[src/rtl/mem_arbiter.sv]
// Round-robin arbiter sharing one fixed-latency memory port between the MIPS
// core (port C) and the debug/program loader (port D), one transaction at a time.
`timescale 1ns/1ps
module mem_arbiter #(
    parameter int N       = 64,
    parameter int MEM_LAT = 1
) (
    input  logic         clk,
    input  logic         reset,
    input  logic         c_req,
    input  logic [N-1:0] c_adr,
    input  logic [N-1:0] c_wdata,
    input  logic [1:0]   c_memwrite,
    input  logic         c_dtype,
    output logic [N-1:0] c_rdata,
    output logic         c_ack,
    input  logic         d_req,
    input  logic [N-1:0] d_adr,
    input  logic [N-1:0] d_wdata,
    input  logic [1:0]   d_memwrite,
    input  logic         d_dtype,
    output logic [N-1:0] d_rdata,
    output logic         d_ack,
    output logic         m_en,
    output logic [N-1:0] m_adr,
    output logic [N-1:0] m_wdata,
    output logic [1:0]   m_memwrite,
    output logic         m_dtype,
    input  logic [N-1:0] m_rdata,
    output logic         busy,
    output logic         owner
);

    typedef enum logic [1:0] {IDLE, ISSUE, WAIT, RESP} state_t;

    localparam int WCW = (MEM_LAT > 1) ? $clog2(MEM_LAT) : 1;

    state_t         state, next_state;
    logic [WCW-1:0] waitcount;
    logic [1:0]     mw_q;
    logic           last;
    logic           any_req;
    logic           grant_d;
    logic           is_read;
    logic [N-1:0]   c_rd_q, d_rd_q;

    assign any_req = c_req | d_req;
    // Debug wins when alone, or on a tie when the core was the last one served.
    assign grant_d = d_req & (~c_req | ~last);
    assign is_read = (mw_q == 2'b00);

    // NOTE: sequential state is always assigned with <= so every flop samples
    // pre-edge values; a blocking = here would create ordering-dependent logic.
    always_ff @(posedge clk or negedge reset) begin
        if (!reset) state <= IDLE;
        else        state <= next_state;
    end

    // NOTE: every always_comb output gets a default first so no path leaves it
    // unassigned, which would otherwise infer a latch.
    always_comb begin
        next_state = state;
        case (state)
            IDLE:    if (any_req) next_state = ISSUE;
            ISSUE:   next_state = (MEM_LAT > 1) ? WAIT : RESP;
            WAIT:    if (waitcount == WCW'(1)) next_state = RESP;
            RESP:    next_state = IDLE;
            default: next_state = IDLE;
        endcase
    end

    always_ff @(posedge clk or negedge reset) begin
        if (!reset) begin
            m_adr     <= '0;
            m_wdata   <= '0;
            m_dtype   <= 1'b0;
            mw_q      <= 2'b00;
            owner     <= 1'b0;
            last      <= 1'b1;
            waitcount <= '0;
            c_rd_q    <= '0;
            d_rd_q    <= '0;
        end else begin
            case (state)
                IDLE: if (any_req) begin
                    m_adr   <= grant_d ? d_adr      : c_adr;
                    m_wdata <= grant_d ? d_wdata    : c_wdata;
                    m_dtype <= grant_d ? d_dtype    : c_dtype;
                    mw_q    <= grant_d ? d_memwrite : c_memwrite;
                    owner   <= grant_d;
                    last    <= grant_d;
                end
                ISSUE: waitcount <= WCW'(MEM_LAT - 1);
                WAIT:  waitcount <= waitcount - WCW'(1);
                RESP: if (is_read) begin
                    if (owner) d_rd_q <= m_rdata;
                    else       c_rd_q <= m_rdata;
                end
                default: ;
            endcase
        end
    end

    // Read data is forwarded in the ack cycle and held by the registers afterwards.
    always_comb begin
        m_en       = 1'b0;
        m_memwrite = 2'b00;
        c_ack      = 1'b0;
        d_ack      = 1'b0;
        busy       = (state != IDLE);
        c_rdata    = c_rd_q;
        d_rdata    = d_rd_q;
        case (state)
            ISSUE: begin
                m_en       = 1'b1;
                m_memwrite = mw_q;
            end
            RESP: begin
                c_ack = ~owner;
                d_ack = owner;
                if (is_read) begin
                    if (owner) d_rdata = m_rdata;
                    else       c_rdata = m_rdata;
                end
            end
            default: ;
        endcase
    end

endmodule

[config.mk]
export PLATFORM = sky130hd
export DESIGN_NAME = mem_arbiter
export DESIGN_NICKNAME = d
export VERILOG_FILES = /design/src/rtl/mem_arbiter.sv
export SDC_FILE = /design/constraint.sdc
export NUM_CORES = 1
export LEC_CHECK = 0
export CORE_AREA = 2 2 233 235
export DETAILED_ROUTE_END_ITERATION = 7
export DIE_AREA = 0 0 235 237
export SYNTH_ARGS = -nofsm -noshare
export SYNTH_HDL_FRONTEND = slang
export SYNTH_SLANG_ARGS = --single-unit
export TNS_END_PERCENT = 20
[constraint.sdc]
create_clock -name clk -period 4.5 [get_ports clk]
set_input_delay 0.9 -clock clk [delete_from_list [all_inputs] [get_ports clk]]
set_output_delay 0.9 -clock clk [all_outputs]
set_load 0.1 [all_outputs]
Word-level counts from Yosys, hierarchy flattened:

Index checks and enable logic that the tools add are counted.

* bits in latches: 0
* memories: 0
* bits in read-only memories: 0
* input port bits: 330
* word-level logic and storage cells: 46
* flip-flop bits (word level): 264
* RAM bits: 0
* output and inout port bits: 264

* equality and inequality tests: 5
* multipliers: 0
* div/mod/pow operators: 0
* bitwise operators: 6
* reductions and logical operators: 6
* order comparisons: 0
* multiplexer cells: 18
* add/subtract/negate cells: 1
* shifts and indexed selects: 0

Operators with widths (number)
* 64-bit 2-to-1 mux: 8
* 2-bit 2-to-1 mux: 4
* 2-bit one-hot mux with 4 select lines: 1
* 2-bit == test (second input constant): 2
* 2-bit logical NOT: 2
* 1-bit 2-to-1 mux: 4
* 2-bit inequality test (second input constant): 2
* 2-bit AND reduction: 2
* 2-bit nonzero test: 2
* 1-bit NOT: 3
* 2-bit by 1-bit == test with 1-bit output (second input constant): 1
* 1-bit bitwise OR: 2
* 1-bit one-hot mux with 2 select lines: 1
* 1-bit AND: 1
* 1-bit subtractor (second input constant): 1

Longest topological paths before layout:

* word-level depth: 4
* gate-level depth with buffers: 8
* depth with buffers taken out: 5

Worst setup path before layout:

No wires, ideal clock.

* path kind: register -> output
* start point: register owner
* end point: output port d_rdata[10]
* required time: 3.600 ns
* arrival: 3.194 ns
* setup slack: 0.406 ns
* cell stages (with the launch flop): 6
* path buffers: 2
* path through: dfrtp_1 -> and2_1 -> nor3b_2 -> buf_4 -> buf_6 -> mux2_1

* cells in the longest elaborated chain, start to end: 3

RTL lines
* from (decl): line 31 `output logic owner`
* from (signal assigned): line 90 `owner <= grant_d;`
* 64-bit 2-to-1 mux: line 122 `if (owner) d_rdata = m_rdata;`
* 64-bit 2-to-1 mux: line 121 `if (is_read) begin`
* 64-bit 2-to-1 mux: line 113 `case (state)`
* to (decl): line 22 `output logic [N-1:0] d_rdata,`

Every way passes these cells.

Worst setup path in the final report:

* start point: register state[1]
* end point: output port d_rdata[13]

* cells in the longest elaborated chain, start to end: 2

RTL lines
* from (decl): line 38 `state_t state, next_state;`
* from (signal assigned): line 56 `else state <= next_state;`
* 2-bit == test: line 113
* 64-bit 2-to-1 mux: line 113

Every way passes these cells.

==> flow_summary.toml <==
[die]
rows = 85
die_area_mm2 = 0.05570
io_pins = 594
coreArea_mm2 = 0.05328
fp.dieW_um = 235
die_h_um = 237
initial_core_util_pct = 20.63

[critical_path]
crit_type = "reg -> out"
worstPathRequired_ps = 3600
cp-end-kind = "output pin"
reg2reg_slack_ps = 2130
r2r-start = "state[1]$_DFFE_PN0P_"
worst-path-max-fanout = 27
cp-start-kind = "flop"
cpPeakStageDelay_ps = 780
crit_buf_inv = 2
cp_slowest_cell = "nor3b_4"
path_cells = "ha_1, and2_1, nor3b_4, buf_12, mux2_1, buf_4"
r2r_cells = 5
r2r_end = "d_rd_q[13]$_DFF_PN0_"
cp.arrival_ps = 3010
critPathTopFamily = "simple AND/OR/NAND/NOR gates"

[detailed_routing]
wl_um = 41890
vias = 9972
viasPerCell = 4.315
ant_nets = 0
drcViolationCount = 0
drt_pre_antenna_iters = 4
detail_route.wl_per_cell_um = 18.13
drt_iter0_drc = 429

[yosys]
synthCells = 1016
ys_top_cells_by_area = "dfrtp_1, a21oi_1, mux2_2"
synth_nets = 1350
synth_cell_type_count = 24
synth_top_area_share_pct = 59.88
synth_ff_type = "dfrtp_1"
synth_edf_count = 0
seq_area_frac_synth_pct = 60.12
ys_ff_latch = 264
synthArstFlopShare_pct = 100.0
synth_area_per_cell_um2 = 10.82
yosys_warnings = 0
syn_area_mm2 = 0.01099
yosys.area.top_type = "dfrtp_1"

[worst_hold_path]
hp-class = "in -> async"

[clock_network]
clk_latency_ps = 540
cts_buffers = 34
root_buffer = "clkbuf_16"
cts.clk_slew.worst_paths_ps = 60
cts_tree = "done"
cts_resized = 0
cts_hold_buf = 0
postCtsSetupBuffers = 0
clockBufferDepth = 3
h-tree-depth = 2
cts_sinks = 264

[timing]
finalClockSkew_ps = 14.89
rsz0062_at_grt = "no"
setup_viol = 0
hold_violations = 0
tns_ps = 0
timing.final.max_slew_violations = 0
period_share_pct = 86.93
max_slew_margin_pct = 26.46
fmax_ghz = 0.2556
tightestPinTransition_ps = 1100
fin_crit_ps = 3912

[placement]
hpwl_um = 29730
place_congestion = 0.8342
port-buffer-count = 593

[grt]
grt_pass1_wl_um = 62890
grt_pass1_vias = 10520
gr-total-overflow = 0
grt_antenna_before_repair = 1
grtUsageTotal_pct = 14.41
grt_max_degree = 133

[layout]
layout-drive-gt1-share_pct = 17.46
num-fill-cells = 5400
n_antenna_cell = 0
area_growth_syn_to_layout_pct = 67.70
fin_nets = 1925

[outcome]
status = "finished clean"

[run]
cap_viol_max_count = 0
==> routing by layer <==
layer / global-route usage [%] / wire length (um) / up-vias
met5: 0 / 12 / -
met4: 5.715 / 1417 / 2
li1: - / - / 4591
met1: 17.51 / 17090 / 4875
met3: 4.477 / 3245 / 87
met2: 23.78 / 20120 / 417
==> worst max path at each step <==
stage / start / end / slack (ps) / cells after the start
global route: state[1]$_DFFE_PN0P_ / d_rdata[13] / 360 / 6
CTS: state[1]$_DFFE_PN0P_ / d_rdata[9] / 470 / 6
finish: state[1]$_DFFE_PN0P_ / d_rdata[13] / 590 / 6
floorplan: owner$_DFFE_PN0P_ / d_rdata[10] / 410 / 5
global placement: state[1]$_DFFE_PN0P_ / d_rdata[27] / 1140 / 6
detailed placement: state[1]$_DFFE_PN0P_ / d_rdata[9] / 1060 / 6
==> cell families after synthesis <==
group | Yosys count | synth area share [%]
and+or+nand+nor | 271 | 9.552
AOI/OAI and AO/OA | 270 | 12.47
DFF | 264 | 60.12
muxes | 131 | 13.41
buffers and inverters | 76 | 3.996
adders and majority gates | 4 | 0.4554
==> registers in the layout (all words and copies together), names as in the netlist <==
name and cells:
mw_q 2, last 1, m_dtype 1, waitcount 1, state 2, d_rd_q 64
m_wdata 64, m_adr 64, owner 1, c_rd_q 64
==> worst register-to-register path: stages, from the launching register on <==
cell and delay, ps:
dfrtp_1 390, ha_1 210, and2_1 150, nor3b_4 780, buf_12 290, mux2_1 410
==> area by class of cell <==
| class | count | area [um2] | area share, % |
|---|---|---|---|
| sequential | 264 | 6608 | 35.85 |
| timing repair buffer | 612 | 5858 | 31.78 |
| multi-input combinational | 676 | 3985 | 21.62 |
| clock buffer | 49 | 997.2 | 5.410 |
| tap | 696 | 870.8 | 4.725 |
| clock inverter | 11 | 101.3 | 0.5499 |
| inverter | 3 | 11.26 | 0.06110 |
==> per-stage QoR <==
stage | cells | cell area, um2 | utilization, % | hold slack (ps) | setup slack, ps
after floorplan | 1016 | 10990 | - | 481.3 | 406.3
after global routing | 2311 | 18430 | 34.59 | 495.5 | 362.1
after CTS | 2311 | 18430 | 34.59 | 459.8 | 468.7
after global placement | 2251 | 17330 | 32.53 | 467.8 | 1143
final | 2311 | 18430 | 34.59 | 436.1 | 588.3
after detailed placement | 2251 | 17330 | 32.53 | 470.7 | 1058
==> Yosys cell counts, types with 2 or more instances <==
cell type  number
and2_1          3
buf_4           4
inv_1           3
buf_2          39
mux2_2         70
nand2_1       132
a21oi_1       264
clkbuf_1       18
mux2_1         60
nor2_1        132
buf_6          12
ha_1            4
nor3b_2         2
dfrtp_1       263
==> cells in the final DEF, fill, tap and decap left out, types with 4 or more instances in the layout <==
cell	count
ha_1	4
buf_4	141
dfrtp_1	263
clkdlybuf4s50_1	462
clkinv_2	6
buf_12	8
nor2_1	132
a21oi_1	264
mux2_1	60
nand2_1	132
mux2_2	70
clkbuf_1	6
clkbuf_8	9
clkbuf_16	34
Power is not shown: default switching activity piles up to over one toggle a cycle in this logic, so the estimate is an artifact.
